===== src/rtl/arb_pkg.sv =====
// =============================================================================
// Module      : arb_pkg
// Description : Shared types and constants for the two-requester memory port
//               arbiter (FSM states, owner encoding, default access length).
// Revision    : 1.0 - initial release
// =============================================================================
`default_nettype none

package arb_pkg;

    localparam int c_wait_cyc_def = 1;
    localparam int c_wcnt_w       = 4;

    typedef enum logic [1:0] {
        IDLE   = 2'd0,
        ACCESS = 2'd1,
        RESP   = 2'd2
    } arb_state_t;

    typedef enum logic {
        OWN_IF = 1'b0,
        OWN_D  = 1'b1
    } arb_owner_t;

endpackage

`default_nettype wire


===== src/rtl/mem_port_arbiter_if.sv =====
// =============================================================================
// Module      : mem_port_arbiter_if
// Description : Fetch, data and shared-memory bus bundle. The arbiter uses the
//               slave modport; requesters and the memory model use master.
// Revision    : 1.0 - initial release
// =============================================================================
`default_nettype none

interface mem_port_arbiter_if #(
    parameter int ADDR_W = 10,
    parameter int DATA_W = 32
);
    logic              if_req;
    logic [ADDR_W-1:0] if_addr;
    logic              if_gnt;
    logic              if_rvalid;
    logic [DATA_W-1:0] if_rdata;

    logic              d_req;
    logic              d_we;
    logic [ADDR_W-1:0] d_addr;
    logic [DATA_W-1:0] d_wdata;
    logic              d_gnt;
    logic              d_rvalid;
    logic [DATA_W-1:0] d_rdata;

    logic              mem_en;
    logic              mem_we;
    logic [ADDR_W-1:0] mem_addr;
    logic [DATA_W-1:0] mem_wdata;
    logic [DATA_W-1:0] mem_rdata;

    logic              stall;

    modport slave (
        input  if_req, if_addr, d_req, d_we, d_addr, d_wdata, mem_rdata,
        output if_gnt, if_rvalid, if_rdata, d_gnt, d_rvalid, d_rdata,
        output mem_en, mem_we, mem_addr, mem_wdata, stall
    );

    modport master (
        output if_req, if_addr, d_req, d_we, d_addr, d_wdata, mem_rdata,
        input  if_gnt, if_rvalid, if_rdata, d_gnt, d_rvalid, d_rdata,
        input  mem_en, mem_we, mem_addr, mem_wdata, stall
    );

endinterface

`default_nettype wire


===== src/rtl/arb_wait_counter.sv =====
// =============================================================================
// Module      : arb_wait_counter
// Description : Loadable down-counter timing the ACCESS phase; o_done flags
//               the final access cycle.
// Revision    : 1.0 - initial release
// =============================================================================
`default_nettype none

module arb_wait_counter #(
    parameter int CNT_W = 4
) (
    input  wire logic             clk,
    input  wire logic             rst,
    input  wire logic             i_load,
    input  wire logic [CNT_W-1:0] i_load_val,
    input  wire logic             i_dec,
    output      logic             o_done
);

    logic [CNT_W-1:0] r_count;

    always_ff @(posedge clk or negedge rst) begin
        if (!rst) begin
            r_count <= '0;
        end else if (i_load) begin
            r_count <= i_load_val;
        end else if (i_dec && (r_count != '0)) begin
            r_count <= r_count - 1'b1;
        end
    end

    // Count of one means this is the last cycle the memory is being accessed
    assign o_done = (r_count == CNT_W'(1));

endmodule

`default_nettype wire


===== src/rtl/mem_port_arbiter.sv =====
// =============================================================================
// Module      : mem_port_arbiter
// Description : Arbitrates a fetch and a load/store requester onto one shared
//               memory port. Define ARB_ROUND_ROBIN_EN for alternating grants;
//               otherwise the data requester has fixed priority.
// Revision    : 1.0 - initial release
// =============================================================================
`default_nettype none

module mem_port_arbiter
    import arb_pkg::*;
#(
    parameter int ADDR_W   = 10,
    parameter int DATA_W   = 32,
    parameter int WAIT_CYC = c_wait_cyc_def
) (
    input wire logic          clk,
    input wire logic          rst,
    mem_port_arbiter_if.slave bus
);

    arb_state_t        r_state;
    arb_state_t        w_state_nxt;
    arb_owner_t        r_owner;
    logic              r_we;
    logic [ADDR_W-1:0] r_addr;
    logic [DATA_W-1:0] r_wdata;
    logic [DATA_W-1:0] r_if_rdata;
    logic [DATA_W-1:0] r_d_rdata;

    logic              w_open;
    logic              w_pick_d;
    logic              w_gnt_if;
    logic              w_gnt_d;
    logic              w_load;
    logic              w_in_access;
    logic              w_wait_done;

    assign w_open      = (r_state == IDLE) || (r_state == RESP);
    assign w_in_access = (r_state == ACCESS);

`ifdef ARB_ROUND_ROBIN_EN
    arb_owner_t r_last;

    // Contention goes to whoever was not served last
    assign w_pick_d = bus.d_req && (!bus.if_req || (r_last == OWN_IF));

    always_ff @(posedge clk or negedge rst) begin
        if (!rst) begin
            r_last <= OWN_IF;
        end else if (w_load) begin
            r_last <= w_gnt_d ? OWN_D : OWN_IF;
        end
    end
`else
    assign w_pick_d = bus.d_req;
`endif

    always_comb begin
        w_state_nxt = r_state;
        w_gnt_if    = 1'b0;
        w_gnt_d     = 1'b0;
        case (r_state)
            IDLE, RESP: begin
                if (bus.d_req || bus.if_req) begin
                    w_state_nxt = ACCESS;
                    w_gnt_d     = w_pick_d;
                    w_gnt_if    = !w_pick_d;
                end else begin
                    w_state_nxt = IDLE;
                end
            end
            ACCESS: begin
                if (w_wait_done) begin
                    w_state_nxt = RESP;
                end
            end
            default: begin
                w_state_nxt = IDLE;
            end
        endcase
    end

    assign w_load = w_gnt_if || w_gnt_d;

    always_ff @(posedge clk or negedge rst) begin
        if (!rst) begin
            r_state <= IDLE;
        end else begin
            r_state <= w_state_nxt;
        end
    end

    // Request attributes are frozen at grant; requesters are ignored afterwards
    always_ff @(posedge clk or negedge rst) begin
        if (!rst) begin
            r_owner <= OWN_IF;
            r_we    <= 1'b0;
            r_addr  <= '0;
            r_wdata <= '0;
        end else if (w_load) begin
            r_owner <= w_gnt_d ? OWN_D : OWN_IF;
            r_we    <= w_gnt_d && bus.d_we;
            r_addr  <= w_gnt_d ? bus.d_addr : bus.if_addr;
            r_wdata <= bus.d_wdata;
        end
    end

    always_ff @(posedge clk or negedge rst) begin
        if (!rst) begin
            r_if_rdata <= '0;
            r_d_rdata  <= '0;
        end else if (w_in_access && w_wait_done) begin
            if (r_owner == OWN_IF) begin
                r_if_rdata <= bus.mem_rdata;
            end else if (!r_we) begin
                r_d_rdata <= bus.mem_rdata;
            end
        end
    end

    arb_wait_counter #(
        .CNT_W (c_wcnt_w)
    ) u_wait_counter (
        .clk        (clk),
        .rst        (rst),
        .i_load     (w_load),
        .i_load_val (c_wcnt_w'(WAIT_CYC)),
        .i_dec      (w_in_access),
        .o_done     (w_wait_done)
    );

    // mem_en derives from the state register so reset drops it asynchronously
    assign bus.mem_en    = w_in_access;
    assign bus.mem_we    = w_in_access && r_we;
    assign bus.mem_addr  = r_addr;
    assign bus.mem_wdata = r_wdata;

    assign bus.if_gnt    = w_gnt_if;
    assign bus.d_gnt     = w_gnt_d;
    assign bus.if_rvalid = (r_state == RESP) && (r_owner == OWN_IF);
    assign bus.d_rvalid  = (r_state == RESP) && (r_owner == OWN_D);
    assign bus.if_rdata  = r_if_rdata;
    assign bus.d_rdata   = r_d_rdata;

    assign bus.stall = (bus.if_req && !bus.if_rvalid) || (bus.d_req && !bus.d_rvalid);

endmodule

`default_nettype wire


===== src/flat_wrapper.sv =====
// flat-port wrapper written by rule: the top's interface ports become plain ports
module mem_port_arbiter_flat import arb_pkg::*;
#(
    parameter int ADDR_W   = 10,
    parameter int DATA_W   = 32,
    parameter int WAIT_CYC = c_wait_cyc_def
)
  (clk, rst, bus_if_req, bus_if_addr, bus_d_req, bus_d_we, bus_d_addr, bus_d_wdata, bus_mem_rdata, bus_if_gnt, bus_if_rvalid, bus_if_rdata, bus_d_gnt, bus_d_rvalid, bus_d_rdata, bus_mem_en, bus_mem_we, bus_mem_addr, bus_mem_wdata, bus_stall);
  mem_port_arbiter_if #(.ADDR_W(ADDR_W), .DATA_W(DATA_W)) bus_i ();
  input wire logic clk;
  input wire logic rst;
  input wire logic [$bits(bus_i.if_req)-1:0] bus_if_req;
  input wire logic [$bits(bus_i.if_addr)-1:0] bus_if_addr;
  input wire logic [$bits(bus_i.d_req)-1:0] bus_d_req;
  input wire logic [$bits(bus_i.d_we)-1:0] bus_d_we;
  input wire logic [$bits(bus_i.d_addr)-1:0] bus_d_addr;
  input wire logic [$bits(bus_i.d_wdata)-1:0] bus_d_wdata;
  input wire logic [$bits(bus_i.mem_rdata)-1:0] bus_mem_rdata;
  output wire logic [$bits(bus_i.if_gnt)-1:0] bus_if_gnt;
  output wire logic [$bits(bus_i.if_rvalid)-1:0] bus_if_rvalid;
  output wire logic [$bits(bus_i.if_rdata)-1:0] bus_if_rdata;
  output wire logic [$bits(bus_i.d_gnt)-1:0] bus_d_gnt;
  output wire logic [$bits(bus_i.d_rvalid)-1:0] bus_d_rvalid;
  output wire logic [$bits(bus_i.d_rdata)-1:0] bus_d_rdata;
  output wire logic [$bits(bus_i.mem_en)-1:0] bus_mem_en;
  output wire logic [$bits(bus_i.mem_we)-1:0] bus_mem_we;
  output wire logic [$bits(bus_i.mem_addr)-1:0] bus_mem_addr;
  output wire logic [$bits(bus_i.mem_wdata)-1:0] bus_mem_wdata;
  output wire logic [$bits(bus_i.stall)-1:0] bus_stall;
  assign bus_i.if_req = bus_if_req;
  assign bus_i.if_addr = bus_if_addr;
  assign bus_i.d_req = bus_d_req;
  assign bus_i.d_we = bus_d_we;
  assign bus_i.d_addr = bus_d_addr;
  assign bus_i.d_wdata = bus_d_wdata;
  assign bus_i.mem_rdata = bus_mem_rdata;
  assign bus_if_gnt = bus_i.if_gnt;
  assign bus_if_rvalid = bus_i.if_rvalid;
  assign bus_if_rdata = bus_i.if_rdata;
  assign bus_d_gnt = bus_i.d_gnt;
  assign bus_d_rvalid = bus_i.d_rvalid;
  assign bus_d_rdata = bus_i.d_rdata;
  assign bus_mem_en = bus_i.mem_en;
  assign bus_mem_we = bus_i.mem_we;
  assign bus_mem_addr = bus_i.mem_addr;
  assign bus_mem_wdata = bus_i.mem_wdata;
  assign bus_stall = bus_i.stall;
  mem_port_arbiter #(.ADDR_W(ADDR_W), .DATA_W(DATA_W), .WAIT_CYC(WAIT_CYC)) u_core (.clk(clk), .rst(rst), .bus(bus_i));
endmodule

===== config.mk =====
export PLATFORM = sky130hd
export DESIGN_NAME = mem_port_arbiter_flat
export DESIGN_NICKNAME = d
export VERILOG_FILES = /design/src/rtl/arb_pkg.sv /design/src/rtl/mem_port_arbiter_if.sv /design/src/rtl/arb_wait_counter.sv /design/src/rtl/mem_port_arbiter.sv /design/src/flat_wrapper.sv
export SDC_FILE = /design/constraint.sdc
export NUM_CORES = 1
export LEC_CHECK = 0
export ABC_AREA = 1
export CAP_MARGIN = 30
export CELL_PAD_IN_SITES_DETAIL_PLACEMENT = 0
export CELL_PAD_IN_SITES_GLOBAL_PLACEMENT = 2
export CORE_ASPECT_RATIO = 0.5
export CORE_MARGIN = 8
export CORE_UTILIZATION = 24
export CTS_BUF_LIST = sky130_fd_sc_hd__clkbuf_4
export CTS_CLUSTER_DIAMETER = 60
export CTS_CLUSTER_SIZE = 40
export DETAILED_ROUTE_END_ITERATION = 8
export PLACE_DENSITY = 0.88
export REMOVE_ABC_BUFFERS = 1
export SETUP_SLACK_MARGIN = 0.05
export SLEW_MARGIN = 20
export SYNTH_ARGS = -nofsm -noshare
export SYNTH_HDL_FRONTEND = slang
export SYNTH_SLANG_ARGS = --single-unit

===== constraint.sdc =====
create_clock -name clk -period 1.4 [get_ports clk]
set_input_delay 0.14 -clock clk [delete_from_list [all_inputs] [get_ports clk]]
set_output_delay 0.14 -clock clk [all_outputs]
set_load 0.05 [all_outputs]

==> out/qor.log, run 1 <==
qor: global_routing.grt_remaining_overflow 0
qor: global_routing.grt_first_pass_wirelength 27500 um
qor: clock_network.clock_sinks 114
qor: placed_design.postPlaceCellArea 0.00701 mm^2
qor: placed_design.dpl_worst_slack -0.124 ns
qor: route.route.detailed.vias_per_inst 4.31
qor: floorplanning.die_w 213 um
qor: setup_path.worst_ep_required_time 1.26 ns
qor: setup_path.cells_along_the_critical_path inv_2 > nor3_4 > o22ai_2 > buf_12
qor: setup_path.critical_path_s_top_delay_family flip-flops
qor: placed_design.dp.cells 988
qor: sta.setup_viol 71
qor: clock_network.cts_max_level 4
qor: route.drt_drc_violations_left 0
qor: clock_network.cts_tree done
qor: synth.synthMostInstantiatedCell sky130_fd_sc_hd__nand2_1
qor: placed_design.port-buffer-count 201
qor: synth.ys_top_cells_by_count sky130_fd_sc_hd__nand2_1, sky130_fd_sc_hd__dfrtp_1, sky130_fd_sc_hd__nand3_1, sky130_fd_sc_hd__buf_2, sky130_fd_sc_hd__o21ai_0
qor: sta.worst_clock_skew 0.0240 ns
qor: sta.setup_slack -0.219 ns
qor: finish.final_area 0.00882 mm^2
qor: power_and_ir_drop.power_density 2960 mW/mm^2
qor: synth.synth_seq_cells 114
qor: sta.worstMarginPinSlew 0.511 ns
qor: hold_path.hold_path_class in -> reg
qor: sta.post-route-period-util 116%
qor: clock_network.numCtsBuffers 17
qor: synth.yosysSeqAreaShare 61.5%
qor: sta.fmaxAchievable 617 MHz
qor: setup_path.cp.arrival 1.48 ns
qor: sta.slew_violations 0
qor: power_and_ir_drop.comb_power_share 66.9%
qor: finish.layout-drive-gt1-share 46.3%
qor: sta.worst_slew_margin_rel 65.9%
qor: global_routing.pin_count_of_the_biggest_net_entering_global_routing 55
qor: setup_path.cpPeakStageDelay 0.40 ns
qor: global_routing.grt_antenna_before_repair 1
qor: clock_network.clkSlewWorstSetupHoldPaths 0.13 ns
qor: synth.asyncSetResetFlopFracSynth 100%
qor: synth.synthTopCellsByArea sky130_fd_sc_hd__dfrtp_1, sky130_fd_sc_hd__nand2_1, sky130_fd_sc_hd__nand3_1, sky130_fd_sc_hd__buf_2, sky130_fd_sc_hd__o21ai_0
qor: floorplanning.initial_util 24.2%
qor: synth.synth.lib_cells_used.distinct 20
qor: synth.synthesis.yosys.warnings 0
qor: clock_network.worstSkewPairLatency 0.52 ns
qor: power_and_ir_drop.cellInternalPower 12.5 mW
qor: clock_network.maximum_clock_insertion_buffer_count 2
qor: setup_path.timing_worst_setup_path_type reg -> out
qor: sta.count_of_final_hold_check_violations 0
qor: clock_network.cts_root_buf sky130_fd_sc_hd__clkbuf_4
qor: finish.final_cells 1075
qor: status.violations_in_the_final_reports setup timing
qor: global_routing.grt_resource_usage_total 14.6%
qor: finish.final_net_count 887
qor: synth.post-synth-top-area-fraction 61.5%
qor: synth.synth_enable_flop_cells 0
qor: power_and_ir_drop.clkPwrFrac 9.0%
qor: route.postRouteWirelength 18300 um
qor: synth.post_synth_instance_area 0.00464 mm^2
qor: route.antenna_left 0
qor: setup_path.kind_of_start_point_of_the_critical_path flip-flop
qor: global_routing.vias_in_the_first_global_route 4859
qor: power_and_ir_drop.power.share.switching 52.0%
qor: finish.layout-area-overhead-vs-synth 90.1%
qor: status.status finished with violations
qor: placed_design.dp_hpwl 11100 um
qor: floorplanning.site_row_count 36
qor: floorplanning.die_h 114 um
qor: power_and_ir_drop.power_frac_seq 24.2%
qor: setup_path.path_max_fanout 2
qor: placed_design.finalWeightedCongestion 0.747
qor: setup_path.timing.critical_path.slowest_stage_cell sky130_fd_sc_hd__dfrtp_1
qor: route.detailroute.via_count 4634
qor: sta.finalHoldWorstSlack 0.135 ns
qor: sta.setup_total_negative_slack -5.06 ns
qor: setup_path.cp-end-kind output pin
qor: route.drt_iter0_markers 158
qor: synth.synth_cells 528
qor: route.dr.pass1.iters 4
qor: setup_path.critPathBufInv 2
qor: floorplanning.core_area 0.0192 mm^2
qor: synth.synth_top_area_cell sky130_fd_sc_hd__dfrtp_1
qor: sta.finalWorstPathRequiredPeriod 1.62 ns
qor: finish.post-route-util 46.0%
qor: job.max-cap-violations 0
qor: power_and_ir_drop.total_power 26.1 mW
qor: synth.syn-mean-instance-area 8.79 um^2
qor: sta.grt_setup_unrepaired true
qor: route.routedWlPerCell 17.0 um
qor: power_and_ir_drop.power.static_leakage 4.17 nW
qor: power_and_ir_drop.max-vdd-ir-drop 1.11 mV
qor: floorplanning.die-area 0.0243 mm^2
qor: floorplanning.boundaryPins 202
qor: synth.postSynth.topFlopCell sky130_fd_sc_hd__dfrtp_1
qor: power_and_ir_drop.switching_power 13.6 mW
[timing repair]
| item | 4_1_cts | 5_1_grt |
|---|---|---|
| hold buffers | 3 | 0 |
| setup endpoints to repair | 71 | 117 |
| setup buffers | 19 | 30 |
| resized for setup | 136 | 126 |
| pin swaps | 37 | 41 |
| endpoints found under the hold margin | 114 | 0 |
| cloned | 15 | 0 |
[routing by layer]
layer	share of wire (%)	wire length (um)	GRT usage (%)	vias to the layer above
li1	-	-	-	2214
met1	41	7420	17.3	2306
met2	54	9860	26.0	95
met3	3.9	705	3.14	19
met4	1.5	270	5.12	0
met5	0	0	0	-
[worst min-delay path, cell delays in order]
cell	delay (ns)
sky130_fd_sc_hd__clkdlybuf4s50_1	0.39
sky130_fd_sc_hd__nand2_1	0.06
sky130_fd_sc_hd__nand2_1	0.04
[sequential cells by signal (all words and copies together) (netlist names)]
register                       cells
u_core.bus.if_rdata               32
u_core.bus.mem_wdata              32
u_core.bus.d_rdata                32
u_core.u_wait_counter.r_count      4
u_core.r_we                        1
u_core.bus.mem_addr               10
u_core.r_owner                     1
u_core.r_state                     2
[final cells by class]
cell class	count	area (um^2)
Fill cell	1827	10400
Multi-Input combinational cell	371	2270
Tap cell	266	333
Inverter	13	58.8
Clock inverter	15	136
Antenna cell	1	2.50
Sequential cell	114	2860
Timing Repair Buffer	278	3040
Clock buffer	17	128
[power by group through the flow]
stage	logic, mW	clock network, mW	registers (mW)
CTS	16.4	2.45	6.11
finish	17.4	2.35	6.31
floorplan	2.94	0	11.1
global placement	13.5	0	6.01
detailed placement	13.6	0	6.02
global route	18.4	2.62	6.48
[cells in the final DEF, fill, tap and decap left out, types with 4 or more instances in the layout]
cell	instances
sky130_fd_sc_hd__nand3_1	24
sky130_fd_sc_hd__clkinvlp_4	4
sky130_fd_sc_hd__clkinv_4	5
sky130_fd_sc_hd__o21ai_1	10
sky130_fd_sc_hd__nor2_1	11
sky130_fd_sc_hd__clkbuf_4	17
sky130_fd_sc_hd__inv_1	5
sky130_fd_sc_hd__buf_6	34
sky130_fd_sc_hd__nand3_2	39
sky130_fd_sc_hd__buf_4	110
sky130_fd_sc_hd__inv_2	5
sky130_fd_sc_hd__dfrtp_2	4
sky130_fd_sc_hd__buf_16	8
sky130_fd_sc_hd__nand2_1	167
sky130_fd_sc_hd__nand2_2	52
sky130_fd_sc_hd__buf_12	33
sky130_fd_sc_hd__dfrtp_1	110
sky130_fd_sc_hd__nand2_4	33
sky130_fd_sc_hd__clkdlybuf4s50_1	87
sky130_fd_sc_hd__o21ai_0	14
[cells by family after synthesis]
| family | synth area share (%) |
|---|---|
| flops | 61.5 |
| compound gates | 2.94 |
| buf+inv | 4.96 |
| simple gates | 29.8 |
| fa+ha+maj | 0.809 |
[final timing paths]
| check | from | endpoint | slack (ns) | depth (start not counted) |
|---|---|---|---|---|
| hold reg to reg | u_core.bus.mem_wdata[2] | u_core.bus.mem_wdata[2] | 0.49 | 2 |
| setup / recovery | u_core.r_owner | bus_stall | -0.22 | 4 |
| max in group asynchronous | rst | u_core.bus.mem_wdata[11] | 0.31 | 3 |
| hold / removal | bus_d_wdata[15] | u_core.bus.mem_wdata[15] | 0.13 | 3 |
| min in group asynchronous | rst | u_core.bus.mem_addr[7] | 0.17 | 3 |
| setup reg to reg | u_core.r_state[1] | u_core.bus.d_rdata[5] | -0.12 | 10 |
Note: power is estimated with default switching activity, not from simulation.
==> run 2: changes to the inputs <==
--- a/config.mk
+++ b/config.mk
@@ -11,12 +11,12 @@
 export CELL_PAD_IN_SITES_GLOBAL_PLACEMENT = 2
 export CORE_ASPECT_RATIO = 0.5
 export CORE_MARGIN = 8
-export CORE_UTILIZATION = 24
+export CORE_UTILIZATION = 26
 export CTS_BUF_LIST = sky130_fd_sc_hd__clkbuf_4
 export CTS_CLUSTER_DIAMETER = 60
 export CTS_CLUSTER_SIZE = 40
 export DETAILED_ROUTE_END_ITERATION = 8
-export PLACE_DENSITY = 0.88
+export PLACE_DENSITY = 0.94
 export REMOVE_ABC_BUFFERS = 1
 export SETUP_SLACK_MARGIN = 0.05
 export SLEW_MARGIN = 20
==> constraint.sdc (replaced) <==
create_clock -name clk -period 2 [get_ports clk]
set_input_delay 0.2 -clock clk [delete_from_list [all_inputs] [get_ports clk]]
set_output_delay 0.2 -clock clk [all_outputs]
set_load 0.05 [all_outputs]
==> run 2 against run 1 <==
  * The run now ends clean
  * Worst hold slack got worse by 0.013 ns
  * Global-route usage shrank 1.2 points
  * Critical path depth decreased by 3
  * Flip-flop and latch count unchanged
  * Design area down 18%
  * Clock skew decreased by 0.0056 ns
  * Clock power is 25% lower
  * Utilization decreased by 4.3 points
  * Largest power group unchanged
  * Final cell count shrank 8.7%
  * Wire length down 17%
==> out/qor.log, run 2 (same netlist as run 1, synthesis figures left out) <==
qor: status.status finished, final reports clean
qor: finish.final_area 0.00728 mm^2
qor: placed_design.finalWeightedCongestion 0.760
qor: finish.final_cell_mix sky130_fd_sc_hd__nand2_1, sky130_fd_sc_hd__dfrtp_1, sky130_fd_sc_hd__clkdlybuf4s50_1
qor: sta.setup_viol 0
qor: setup_path.worst_ep_required_time 1.80 ns
qor: setup_path.rr_worst_depth 7
qor: sta.count_of_final_hold_check_violations 0
qor: clock_network.cts_tree done
qor: clock_network.maximum_clock_insertion_buffer_count 2
qor: placed_design.dp.cells 947
qor: route.dr.pass1.iters 6
qor: setup_path.r2r_end u_core.bus.d_rdata[16]
qor: setup_path.cp.arrival 1.64 ns
qor: route.antenna_left 0
qor: sta.finalWorstPathRequiredPeriod 1.84 ns
qor: power_and_ir_drop.power.share.switching 54.1%
qor: job.max-cap-violations 0
qor: power_and_ir_drop.total_power 14.6 mW
qor: clock_network.post-cts-setup-buffer-count 0
qor: global_routing.grt_remaining_overflow 0
qor: power_and_ir_drop.power_density 2010 mW/mm^2
qor: finish.final_cells 981
qor: global_routing.grt_antenna_before_repair 1
qor: global_routing.grt_resource_usage_total 13.4%
qor: power_and_ir_drop.comb_power_share 60.2%
qor: setup_path.cp-end-kind output pin
qor: setup_path.kind_of_start_point_of_the_critical_path flip-flop
qor: floorplanning.boundaryPins 202
qor: sta.worst_slew_margin_rel 61.9%
qor: placed_design.postPlaceCellArea 0.00695 mm^2
qor: setup_path.critPathBufInv 1
qor: setup_path.crit-reg2reg-launch u_core.u_wait_counter.r_count[1]
qor: finish.mostFrequentLayoutCell sky130_fd_sc_hd__nand2_1
qor: route.routedWlPerCell 15.5 um
qor: sta.finalHoldWorstSlack 0.122 ns
qor: power_and_ir_drop.clkPwrFrac 12.1%
qor: clock_network.worstSkewPairLatency 0.51 ns
qor: finish.final_net_count 825
qor: setup_path.critical_path_s_top_delay_family buffers and inverters
qor: setup_path.rrSetupSlack 0.35 ns
qor: sta.fmaxAchievable 543 MHz
qor: route.route.detailed.vias_per_inst 4.26
qor: power_and_ir_drop.max-vdd-ir-drop 0.824 mV
qor: placed_design.dp_hpwl 10900 um
qor: sta.post-route-period-util 92.2%
qor: global_routing.vias_in_the_first_global_route 4338
qor: route.drt_iter0_markers 174
qor: power_and_ir_drop.power.static_leakage 4.04 nW
qor: floorplanning.initial_util 26.6%
qor: clock_network.clkSlewWorstSetupHoldPaths 0.13 ns
qor: floorplanning.core_area 0.0174 mm^2
qor: sta.grt_setup_unrepaired false
qor: setup_path.timing_worst_setup_path_type reg -> out
qor: floorplanning.die_h 110 um
qor: setup_path.critPathLaunch u_core.bus.if_rdata[8]
qor: setup_path.cells_along_the_critical_path clkdlybuf4s50_1
qor: power_and_ir_drop.power_frac_seq 27.7%
qor: clock_network.clock_sinks 114
qor: sta.setup_total_negative_slack 0 ns
qor: clock_network.numCtsBuffers 17
qor: setup_path.timing.critical_path.slowest_stage_cell sky130_fd_sc_hd__clkdlybuf4s50_1
qor: clock_network.cts_max_level 4
qor: hold_path.hold_path_class in -> async
qor: floorplanning.die_w 205 um
qor: sta.worstMarginPinSlew 0.574 ns
qor: finish.layout-drive-gt1-share 8.31%
qor: placed_design.dpl_worst_slack 0.304 ns
qor: power_and_ir_drop.switching_power 7.89 mW
qor: finish.layout-area-overhead-vs-synth 56.8%
qor: floorplanning.die-area 0.0226 mm^2
qor: power_and_ir_drop.cellInternalPower 6.71 mW
qor: sta.slew_violations 0
qor: global_routing.pin_count_of_the_biggest_net_entering_global_routing 53
qor: clock_network.cts_root_buf sky130_fd_sc_hd__clkbuf_4
qor: route.drt_drc_violations_left 0
qor: route.postRouteWirelength 15200 um
qor: finish.post-route-util 41.7%
qor: setup_path.path_max_fanout 2
qor: placed_design.port-buffer-count 201
qor: route.detailroute.via_count 4181
qor: setup_path.cpPeakStageDelay 0.81 ns
qor: sta.setup_slack 0.157 ns
qor: sta.worst_clock_skew 0.0184 ns
qor: global_routing.grt_first_pass_wirelength 24100 um
qor: floorplanning.site_row_count 34
run 2: power by group through the flow:
stage,Combinational [mW],Clock (mW),Sequential (mW)
final,8.79,1.77,4.04
after detailed placement,9.40,0,4.12
after global routing,9.41,1.97,4.18
after floorplan,2.06,0,7.80
after CTS,8.97,1.87,4.07
after global placement,9.31,0,4.11
run 2: worst max-delay path by stage:
stage,end,cells after the start
final,bus_if_rdata[8],1
after global routing,bus_d_gnt,4
after CTS,bus_d_rdata[20],1
after detailed placement,u_core.bus.mem_addr[1],5
after global placement,u_core.bus.mem_addr[1],5
after floorplan,u_core.bus.mem_addr[3],4
run 2: what timing repair did:
item / 4_1_cts / 5_1_grt
setup endpoints to repair: 61 / 41
pin swaps: 0 / 0
hold buffers: 1 / 0
resized for setup: 61 / 41
endpoints found under the hold margin: 114 / 0
run 2: layout make-up:
| type | count | area [um^2] |
|---|---|---|
| Tap cell | 234 | 293 |
| Antenna cell | 1 | 2.50 |
| Inverter | 13 | 52.6 |
| Fill cell | 1766 | 10200 |
| Timing Repair Buffer | 216 | 2220 |
| Clock buffer | 19 | 143 |
| Clock inverter | 13 | 143 |
| Multi-Input combinational cell | 371 | 1570 |
| Sequential cell | 114 | 2850 |
run 2: worst reg2reg max path: stages (launching register included):
cell and delay (ns):
sky130_fd_sc_hd__dfrtp_1 0.39, sky130_fd_sc_hd__inv_1 0.12, sky130_fd_sc_hd__ha_1 0.16, sky130_fd_sc_hd__nand2_1 0.10
sky130_fd_sc_hd__nor2_4 0.23, sky130_fd_sc_hd__buf_4 0.36, sky130_fd_sc_hd__nand3_1 0.13, sky130_fd_sc_hd__nand2_1 0.08
run 2: layer usage:
layer | vias to the layer above | GRT usage [%] | part of all wire, %
met3 | 24 | 4.20 | 5.7
met1 | 1974 | 14.8 | 40
met2 | 99 | 23.5 | 52
li1 | 2084 | - | -
met5 | - | 0 | 0
met4 | 0 | 5.36 | 2.4
==> run 3: changes to the inputs <==
--- a/config.mk
+++ b/config.mk
@@ -5,13 +5,12 @@
 export SDC_FILE = /design/constraint.sdc
 export NUM_CORES = 1
 export LEC_CHECK = 0
-export ABC_AREA = 1
 export CAP_MARGIN = 30
 export CELL_PAD_IN_SITES_DETAIL_PLACEMENT = 0
 export CELL_PAD_IN_SITES_GLOBAL_PLACEMENT = 2
 export CORE_ASPECT_RATIO = 0.5
 export CORE_MARGIN = 8
-export CORE_UTILIZATION = 26
+export CORE_UTILIZATION = 30
 export CTS_BUF_LIST = sky130_fd_sc_hd__clkbuf_4
 export CTS_CLUSTER_DIAMETER = 60
 export CTS_CLUSTER_SIZE = 40
==> run 3 against run 2 <==
  * Non-clock buffer count grew 4
  * Largest cell class unchanged
  * Maximum frequency shrank 8.1%
  * Setup slack lost 0.16 ns
  * Critical endpoint is now u_core.bus.if_rdata[5]
  * Clock skew shrank 0.0056 ns
  * Wire length shrank 8.8%
  * Utilization grew 7.1 points
  * Design area grew 2.0%
  * Critical path depth grew 5
  * Flip-flop and latch count is the same
  * Count of clock-buffer cells in the layout is the same
  * The run now ends with setup timing left
  * Sequential share of layout area shrank 0.77 points
==> out/qor.log, run 3 <==
qor: clock_network.cts_root_buf sky130_fd_sc_hd__clkbuf_4
qor: sta.setup_viol 4
qor: sta.worst_slew_margin_rel 61.8%
qor: route.drt_drc_violations_left 0
qor: placed_design.finalWeightedCongestion 0.723
qor: global_routing.pin_count_of_the_biggest_net_entering_global_routing 63
qor: synth.synth.lib_cells_used.distinct 30
qor: floorplanning.die-area 0.0199 mm^2
qor: setup_path.cp-end-kind flip-flop
qor: setup_path.timing.critical_path.slowest_stage_cell sky130_fd_sc_hd__or3_4
qor: global_routing.vias_in_the_first_global_route 3357
qor: route.dr.pass1.iters 4
qor: finish.final_cells 738
qor: synth.ys_top_cells_by_count sky130_fd_sc_hd__dfrtp_1, sky130_fd_sc_hd__mux2_2, sky130_fd_sc_hd__mux2_4, sky130_fd_sc_hd__nand2_1, sky130_fd_sc_hd__mux2i_1
qor: finish.final_cell_mix sky130_fd_sc_hd__dfrtp_1, sky130_fd_sc_hd__clkdlybuf4s50_1, sky130_fd_sc_hd__mux2_2
qor: global_routing.grt_first_pass_wirelength 21400 um
qor: synth.post_synth_instance_area 0.00462 mm^2
qor: synth.synth_seq_cells 114
qor: synth.yosysSeqAreaShare 61.8%
qor: floorplanning.initial_util 30.3%
qor: finish.layout-area-overhead-vs-synth 60.8%
qor: synth.asyncSetResetFlopFracSynth 100%
qor: setup_path.worst_ep_required_time 2.41 ns
qor: synth.syn-mean-instance-area 15.7 um^2
qor: route.detailroute.via_count 3171
qor: setup_path.kind_of_start_point_of_the_critical_path flip-flop
qor: sta.worst_clock_skew 0.0128 ns
qor: sta.count_of_final_hold_check_violations 0
qor: setup_path.critPathBufInv 2
qor: setup_path.critical_path_s_top_delay_family simple AND/OR/NAND/NOR gates
qor: hold_path.hold_path_class in -> async
qor: floorplanning.boundaryPins 202
qor: floorplanning.die_h 104 um
qor: clock_network.worstSkewPairLatency 0.51 ns
qor: synth.synthesis.yosys.warnings 0
qor: route.antenna_left 0
qor: global_routing.grt_remaining_overflow 0
qor: finish.mostFrequentLayoutCell sky130_fd_sc_hd__dfrtp_1
qor: synth.synthTopCellsByArea sky130_fd_sc_hd__dfrtp_1, sky130_fd_sc_hd__mux2_2, sky130_fd_sc_hd__mux2_4, sky130_fd_sc_hd__mux2i_1, sky130_fd_sc_hd__buf_12
qor: sta.setup_total_negative_slack -0.00996 ns
qor: synth.synth_cells 295
qor: route.route.detailed.vias_per_inst 4.30
qor: placed_design.port-buffer-count 201
qor: floorplanning.die_w 191 um
qor: synth.synthMostInstantiatedCell sky130_fd_sc_hd__dfrtp_1
qor: sta.grt_setup_unrepaired true
qor: finish.layout-drive-gt1-share 29.6%
qor: synth.synth_enable_flop_cells 0
qor: clock_network.maximum_clock_insertion_buffer_count 2
qor: floorplanning.core_area 0.0152 mm^2
qor: placed_design.dp_hpwl 10200 um
qor: clock_network.clock_sinks 114
qor: sta.finalWorstPathRequiredPeriod 2.01 ns
qor: placed_design.dp.cells 698
qor: clock_network.cts_tree done
qor: synth.synth_top_area_cell sky130_fd_sc_hd__dfrtp_1
qor: setup_path.cpPeakStageDelay 0.44 ns
qor: status.status finished with violations
qor: setup_path.cells_along_the_critical_path inv_2 > ha_4 > or3b_1 > or3_4 > clkbuf_16 > mux2_4
qor: sta.setup_slack -0.00569 ns
qor: synth.postSynth.topFlopCell sky130_fd_sc_hd__dfrtp_1
qor: global_routing.grt_antenna_before_repair 1
qor: setup_path.timing_worst_setup_path_type reg -> reg
qor: setup_path.path_max_fanout 7
qor: placed_design.dpl_worst_slack -0.0703 ns
qor: sta.fmaxAchievable 499 MHz
qor: sta.post-route-period-util 100%
qor: route.postRouteWirelength 13900 um
qor: sta.slew_violations 0
qor: route.drt_iter0_markers 162
qor: clock_network.cts_max_level 4
qor: clock_network.clkSlewWorstSetupHoldPaths 0.10 ns
qor: job.max-cap-violations 0
qor: sta.worstMarginPinSlew 0.572 ns
qor: global_routing.grt_resource_usage_total 14.2%
qor: status.violations_in_the_final_reports setup timing
qor: synth.post-synth-top-area-fraction 61.8%
qor: clock_network.numCtsBuffers 17
qor: setup_path.cp.arrival 2.41 ns
qor: route.routedWlPerCell 18.8 um
qor: finish.final_net_count 612
qor: floorplanning.site_row_count 32
[run 3: cell types whose count changed in the layout (fill, tap and decap cells not counted), moves of 12 or more]
cell                              before  now
sky130_fd_sc_hd__mux2_2                0   67
sky130_fd_sc_hd__nand2_1             254   15
sky130_fd_sc_hd__dlygate4sd2_1        61   44
sky130_fd_sc_hd__clkdlybuf4s50_1      92  112
sky130_fd_sc_hd__nand3_1              65    0
sky130_fd_sc_hd__mux2_4                0   30
sky130_fd_sc_hd__mux2i_1               0   12
[run 3: layer usage]
layer,vias to the layer above,track usage (%),wire length [um]
met5,-,0,0
met4,0,5.03,194
met3,17,3.18,357
met2,41,26.2,7860
met1,1615,15.9,5470
li1,1498,-,-
[run 3: logic make-up (layout without fill, tap and decap cells)]
family | Yosys count | after routing | share of synthesized area (%)
flops | 114 | 114 | 61.8
mux | 109 | 109 | 28.7
simple gates | 32 | 32 | 3.63
buf+inv | 20 | 258 | 2.95
compound gates | 17 | 17 | 2.11
fa+ha+maj | 3 | 3 | 0.813
other cells | 0 | 1 | 0
[run 3: final timing paths]
| path | startpoint | to | slack (ns) | cells after the start |
|---|---|---|---|---|
| max in group asynchronous | rst | u_core.bus.d_rdata[18] | 1.30 | 3 |
| max | u_core.u_wait_counter.r_count[1] | u_core.bus.if_rdata[5] | -0.006 | 6 |
| min reg2reg | u_core.bus.mem_addr[0] | u_core.bus.mem_addr[0] | 0.49 | 2 |
| min | rst | u_core.bus.mem_addr[4] | 0.09 | 2 |
| min in group clk | bus_d_wdata[15] | u_core.bus.mem_wdata[15] | 0.29 | 2 |
| max reg2reg | u_core.u_wait_counter.r_count[1] | u_core.bus.if_rdata[5] | -0.006 | 6 |
[run 3: stage by stage]
stage	util (%)	hold WS [ns]	cell area [um^2]
after floorplan	-	-0.0956	4500
after global placement	45.8	0.0959	6970
after detailed placement	45.8	0.0897	6970
after CTS	47.9	0.0531	7290
after global routing	48.8	0.0733	7420
final	48.8	0.0941	7420
[run 3: what timing repair did]
item	in CTS	in global routing
buffers inserted	2	1
hold endpoints to repair	114	0
resized for setup	50	38
hold buffers	1	0
cloned	2	1
endpoints found under the setup margin	76	70
pin swaps	1	1
[run 3: cell type report]
cell class / count / area [um^2]
well taps: 204 / 255
multi-input cells: 161 / 1660
diodes: 1 / 2.50
clock buffers: 19 / 143
repair buffers: 220 / 2340
clock inverters: 13 / 143
flip-flops and latches: 114 / 2850
inverters: 6 / 22.5
fillers: 1368 / 7790
Power of run 3 is left out: the tool's default activity adds up to more than one toggle a clock period on the data nets, which glitch-free logic cannot reach.
